## config.mk

```make
export PLATFORM = sky130hd
export DESIGN_NAME = timer_irq_source_flat
export DESIGN_NICKNAME = d
export VERILOG_FILES = /design/src/rtl/timer_irq_source_if.sv /design/src/rtl/timer_irq_source.sv /design/src/flat_wrapper.sv
export SDC_FILE = /design/constraint.sdc
export NUM_CORES = 1
export LEC_CHECK = 0
export CAP_MARGIN = 10
export CORE_UTILIZATION = 40
export DETAILED_ROUTE_END_ITERATION = 6
export GPL_TIMING_DRIVEN = 0
export PLACE_DENSITY = 0.66
export SLEW_MARGIN = 25
export SYNTH_ARGS = -nofsm -noshare
export SYNTH_HDL_FRONTEND = slang
export SYNTH_SLANG_ARGS = --single-unit
```

## constraint.sdc

```tcl
create_clock -name clk -period 3.61 [get_ports clk]
set_input_delay 0.361 -clock clk [delete_from_list [all_inputs] [get_ports clk]]
set_output_delay 0.361 -clock clk [all_outputs]
set_load 0.02 [all_outputs]
```

## src/rtl/timer_irq_source_if.sv

```systemverilog
// Register-bus and interrupt signals between the system bridge and timer_irq_source.
// The bridge drives the master side and the timer implements the slave side.
interface timer_irq_source_if;
    logic [1:0]  Addr;
    logic        We;
    logic [31:0] DIn;
    logic [31:0] DOut;
    logic        IRQ;

    modport master (output Addr, We, DIn, input DOut, IRQ);
    modport slave  (input Addr, We, DIn, output DOut, IRQ);
endinterface

```

## src/rtl/timer_irq_source.sv

```systemverilog
// Programmable down-counting timer driving one HWInt bit, with CTRL/PRESET/COUNT word registers.
// Define TIMER_PRESCALE_EN to add an 8-bit PRESCALE register at Addr=3 that slows counting.
module timer_irq_source #(
    parameter int CNT_W = 32
) (
    input  logic                clk,
    input  logic                reset,
    timer_irq_source_if.slave   bus
);

    typedef enum logic [1:0] {
        S_IDLE,
        S_LOAD,
        S_CNT,
        S_INT
    } state_e;

    state_e             state_q, state_d;
    logic               en_q, en_d;
    logic [1:0]         mode_q, mode_d;
    logic               im_q, im_d;
    logic [CNT_W-1:0]   preset_q, preset_d;
    logic [CNT_W-1:0]   count_q, count_d;
    logic               irq_q, irq_d;
    logic               tick;
    logic               wr_ctrl, wr_preset;
    logic               unused_din;

    assign wr_ctrl    = bus.We && (bus.Addr == 2'd0);
    assign wr_preset  = bus.We && (bus.Addr == 2'd1);
    assign unused_din = ^bus.DIn;

`ifdef TIMER_PRESCALE_EN
    logic [7:0] prescale_q, prescale_d;
    logic [7:0] psc_q, psc_d;
    logic       wr_prescale;

    assign wr_prescale = bus.We && (bus.Addr == 2'd3);
    assign tick        = (psc_q == prescale_q);
`else
    assign tick = 1'b1;
`endif

    // NOTE: every variable gets a default before the case so no path leaves it unassigned (no latch).
    always_comb begin
        state_d  = state_q;
        en_d     = en_q;
        mode_d   = mode_q;
        im_d     = im_q;
        preset_d = preset_q;
        count_d  = count_q;
        irq_d    = irq_q;

        unique case (state_q)
            S_IDLE: if (en_q) state_d = S_LOAD;
            S_LOAD: begin
                if (!en_q) begin
                    state_d = S_IDLE;
                end else begin
                    count_d = preset_q;
                    state_d = S_CNT;
                end
            end
            S_CNT: begin
                if (!en_q) begin
                    state_d = S_IDLE;
                end else if (tick) begin
                    // PRESET of 0 behaves like 1: both reach zero and fire here.
                    if (count_q > CNT_W'(1)) begin
                        count_d = count_q - CNT_W'(1);
                    end else begin
                        count_d = '0;
                        irq_d   = 1'b1;
                        state_d = S_INT;
                    end
                end
            end
            S_INT: begin
                if (mode_q == 2'b01) begin
                    irq_d   = 1'b0;
                    state_d = en_q ? S_LOAD : S_IDLE;
                end else begin
                    en_d    = 1'b0;
                    state_d = S_IDLE;
                end
            end
        endcase

        // Bus writes override the FSM, and either one acknowledges the interrupt.
        if (wr_ctrl) begin
            en_d   = bus.DIn[0];
            mode_d = bus.DIn[2:1];
            im_d   = bus.DIn[3];
            irq_d  = 1'b0;
        end
        if (wr_preset) begin
            preset_d = bus.DIn[CNT_W-1:0];
            irq_d    = 1'b0;
        end
    end

`ifdef TIMER_PRESCALE_EN
    always_comb begin
        prescale_d = wr_prescale ? bus.DIn[7:0] : prescale_q;
        psc_d      = (state_q == S_CNT && en_q && !tick) ? psc_q + 8'd1 : 8'd0;
    end

    always_ff @(posedge clk or negedge reset) begin
        if (!reset) begin
            prescale_q <= 8'd0;
            psc_q      <= 8'd0;
        end else begin
            prescale_q <= prescale_d;
            psc_q      <= psc_d;
        end
    end
`endif

    // NOTE: state registers use non-blocking assignments so all flops update from pre-edge values.
    always_ff @(posedge clk or negedge reset) begin
        if (!reset) begin
            state_q  <= S_IDLE;
            en_q     <= 1'b0;
            mode_q   <= 2'b00;
            im_q     <= 1'b0;
            preset_q <= '0;
            count_q  <= '0;
            irq_q    <= 1'b0;
        end else begin
            state_q  <= state_d;
            en_q     <= en_d;
            mode_q   <= mode_d;
            im_q     <= im_d;
            preset_q <= preset_d;
            count_q  <= count_d;
            irq_q    <= irq_d;
        end
    end

    always_comb begin
        bus.DOut = '0;
        case (bus.Addr)
            2'd0:    bus.DOut = {28'd0, im_q, mode_q, en_q};
            2'd1:    bus.DOut = 32'(preset_q);
            2'd2:    bus.DOut = 32'(count_q);
`ifdef TIMER_PRESCALE_EN
            2'd3:    bus.DOut = {24'd0, prescale_q};
`endif
            default: bus.DOut = '0;
        endcase
    end

    assign bus.IRQ = im_q & irq_q;

endmodule
```

## src/flat_wrapper.sv

```systemverilog
// flat-port wrapper written by rule: the top's interface ports become plain ports
module timer_irq_source_flat 
#(
    parameter int CNT_W = 32
)
  (clk, reset, bus_Addr, bus_We, bus_DIn, bus_DOut, bus_IRQ);
  timer_irq_source_if bus_i ();
  input  logic clk;
  input  logic reset;
  input wire logic [$bits(bus_i.Addr)-1:0] bus_Addr;
  input wire logic [$bits(bus_i.We)-1:0] bus_We;
  input wire logic [$bits(bus_i.DIn)-1:0] bus_DIn;
  output wire logic [$bits(bus_i.DOut)-1:0] bus_DOut;
  output wire logic [$bits(bus_i.IRQ)-1:0] bus_IRQ;
  assign bus_i.Addr = bus_Addr;
  assign bus_i.We = bus_We;
  assign bus_i.DIn = bus_DIn;
  assign bus_DOut = bus_i.DOut;
  assign bus_IRQ = bus_i.IRQ;
  timer_irq_source #(.CNT_W(CNT_W)) u_core (.clk(clk), .reset(reset), .bus(bus_i));
endmodule
```

==> run_results.csv <==
group,metric,value,unit
timing,grt_setup_unrepaired,"no",
worst_setup_path,crit_fanout,10,
yosys,seq_area_frac_synth,0.4226,
timing,period_share,0.9588,
finish,layout_common_cells,"dfrtp_1, clkdlybuf4s50_1, a22o_1",
finish,design_area,5245,um^2
outcome,status,"complete, no violations",
clock_tree,clock_latency,0.35,ns
yosys,synthXorXnorAreaFrac,0,
routing,vias_per_cell,6.093,
finish,syn2layout_area_growth,24.76,%
global_route,grt_first_pass_wirelength,21.17,mm
routing,firstDrtPassIters,7,
global_route,grt_start_max_net_pins,40,
timing,fin_skew,0.01089,ns
worst_setup_path,start_kind,"input port",
yosys,synth_cells,425,
yosys,yosysWarningCount,0,
yosys,ys_seq_elements,71,
pwr,combinationalPowerShare,0.497,
pwr,power_switching,1.712,mW
yosys,syn_area_per_cell,9.892,um^2
pwr,finalPower,3.808,mW
clock_tree,clk_pin_slew_worst_paths,0.07,ns
timing,final.min_clock_period,3.461,ns
floorplanning,fp-row-count,37,
worst_setup_path,regToRegSetupSlack,0.46,ns
yosys,synth.distinct_cells,52,
finish,diodes,0,
timing,finalMaxSlewViolations,0,
pwr,pwr_density_cell,726.0,nW/um^2
finish,final_util,0.5103,
clock_tree,htreeDepth,3,
yosys,syn-num-nets,469,
routing,drc,0,
timing,max_slew_margin,0.2792,
place,gp_congestion,0.8979,
pwr,switching_share,0.4497,
yosys,muxShareOfSynthArea,0.1030,
worst_setup_path,required,3.25,ns
pwr,static-leakage-power,2.089,nW
routing,ant_nets,0,
place,portBuffers,68,
yosys,synthSimpleGateAreaFrac,0.1589,
worst_hold_path,hold_class,"input port to asynchronous set/reset pin",
routing,num_vias,3936,
timing,fin_ws,0.1487,ns
yosys,synthesis.area,4204,um^2
timing,hold_viol_final,0,
routing,wl_met2,6.160,mm
yosys,synth-async-reset-ratio,1.000,
floorplanning,core,10280,um^2
timing,fmax,288.9,MHz
pwr,power.internal,2.096,mW
clock_tree,cts.sinks,71,
routing,routed_wl,13.36,mm
routing,wl_met3,976,um
worst_setup_path,crit_path_end_kind,"output pin",
clock_tree,tritoncts,"built",
pwr,irDropWorstVdd,0.0002637,V
floorplanning,die_area,10920,um^2
global_route,grt-ovfl-total,0,
clock_tree,post-cts-setup-buffers,0,
place,placed_cell_area,5079,um^2
floorplanning,die_h,104.5,um
timing,worst_pin_slew,1.071,ns
worst_setup_path,cp.arrival,3.10,ns
routing,top_layer,"met4",
routing,wire_per_inst,20.68,um
finish,fin_nets,550,
global_route,grt_pass1_vias,3858,
routing,drt_iter0_markers,344,
place,detailed_place_hpwl,9.280,mm
finish,final_layout_size_suffix_gt1_frac,0.1255,
yosys,synth_top_family_by_area,"compound AO/OA/AOI/OAI gates",
yosys,ys.flop_type,"dfrtp_1",
floorplanning,ioPinCount,70,
finish,fillCellCount,996,
routing,met1_length,5.985,mm
timing,finalSetupViolCount,0,
clock_tree,clockRootBuffer,"clkbuf_8",
pwr,p_seq_frac,0.359,
floorplanning,die_w,104.5,um
place,place_ws,0.1172,ns
yosys,synth_compound_area_frac,0.2363,
floorplanning,initial_core_util,0.4091,
worst_setup_path,path_class,"input port to output pin",
pwr,clkPwrFrac,0.144,
clock_tree,clockBufferDepth,2,
yosys,synth_edf_count,0,
clock_tree,cts_made_buffers,9,
finish,layout_commonest_cell,"dfrtp_1",
run,drv_cap,0,
yosys,yosys.area_share.adder,0.02083,
global_route,grtUsageTotal,0.2540,
global_route,antenna_found_initial,0,
## final cells by class
| class | instances | area (um^2) | share of cell area |
|---|---|---|---|
| Multi-Input combinational cell | 301 | 2188 | 0.4172 |
| Sequential cell | 71 | 1777 | 0.3387 |
| Timing Repair Buffer | 70 | 708.2 | 0.1350 |
| Buffer | 38 | 190.2 | 0.03626 |
| Tap cell | 136 | 170.2 | 0.03244 |
| Clock buffer | 11 | 131.4 | 0.02505 |
| Inverter | 15 | 56.30 | 0.01073 |
| Clock inverter | 4 | 23.77 | 0.004532 |
## state kept, by name (all words and copies together) (netlist names)
name / flops
u_core.im_q: 1
u_core.state_q: 2
u_core.en_q: 1
u_core.irq_q: 1
u_core.count_q: 32
u_core.mode_q: 2
u_core.preset_q: 32
## path summary, 6_finish.rpt
kind | from | endpoint | cells after the start
max | bus_Addr[0] | bus_DOut[26] | 6
min | reset | u_core.preset_q[27] | 2
max reg2reg | u_core.count_q[16] | u_core.count_q[20] | 8
min reg2reg | u_core.preset_q[25] | u_core.count_q[25] | 1
max in group asynchronous | reset | u_core.count_q[24] | 3
min in group clk | u_core.preset_q[25] | u_core.count_q[25] | 1
## power groups by stage
stage	Clock (mW)	Sequential, mW	Combinational [mW]
final	0.549	1.37	1.89
after floorplan	0	1.27	1.27
after CTS	0.560	1.36	1.87
after global placement	0	1.36	1.83
after global routing	0.600	1.41	2.04
after detailed placement	0	1.37	1.85
## metrics by stage
step,cells,hold WS (ns),TNS (ns)
CTS,646,0.4980,0
detailed placement,630,0.3410,0
finish,646,0.4945,0
global route,646,0.5353,0
floorplan,425,0.06541,0
global placement,629,0.5107,-21.98
## worst max-delay path: stages
cell and delay (ns):
clkdlybuf4s50_1 0.52, nor2b_1 0.15, clkbuf_1 0.57, buf_1 0.61, a22o_1 0.27, clkdlybuf4s50_1 0.60
## repair_timing
action	4_1_cts	5_1_grt
hold buffers	1	0
resized for setup	0	1
endpoints found under the hold margin	32	0
setup endpoints to repair	0	2
## cells by family (layout without fill, tap and decap cells)
family	after synthesis	in the layout
adder cells (fa/ha/maj)	7	7
multiplexers	39	39
buffers and inverters	53	138
AND/OR/NAND/NOR	123	123
AO/OA/AOI/OAI	132	132
flip-flops	71	71
## metal layers
| metal | vias up | GRT usage |
|---|---|---|
| met4 | 0 | 0.09490 |
| met2 | 192 | 0.3903 |
| met5 | - | 0 |
| li1 | 1794 | - |
| met3 | 22 | 0.03822 |
| met1 | 1928 | 0.3599 |
## synthesized netlist by cell type (7+ instances only)
| cell | number | area share |
|---|---|---|
| dfrtp_1 | 71 | 0.42 |
| a22o_1 | 44 | 0.092 |
| mux2_2 | 34 | 0.091 |
| o21ai_0 | 29 | 0.035 |
| clkbuf_1 | 25 | 0.022 |
| nand2_1 | 23 | 0.021 |
| nor3_1 | 20 | 0.024 |
| nor2_1 | 16 | 0.014 |
| inv_1 | 15 | 0.013 |
| nand3_1 | 11 | 0.013 |
| nor4_1 | 11 | 0.016 |
| a21oi_1 | 10 | 0.012 |
| nand4_1 | 8 | 0.012 |
| or4_1 | 8 | 0.014 |
| ha_1 | 7 | 0.021 |
(Power assumes the default switching activity.)
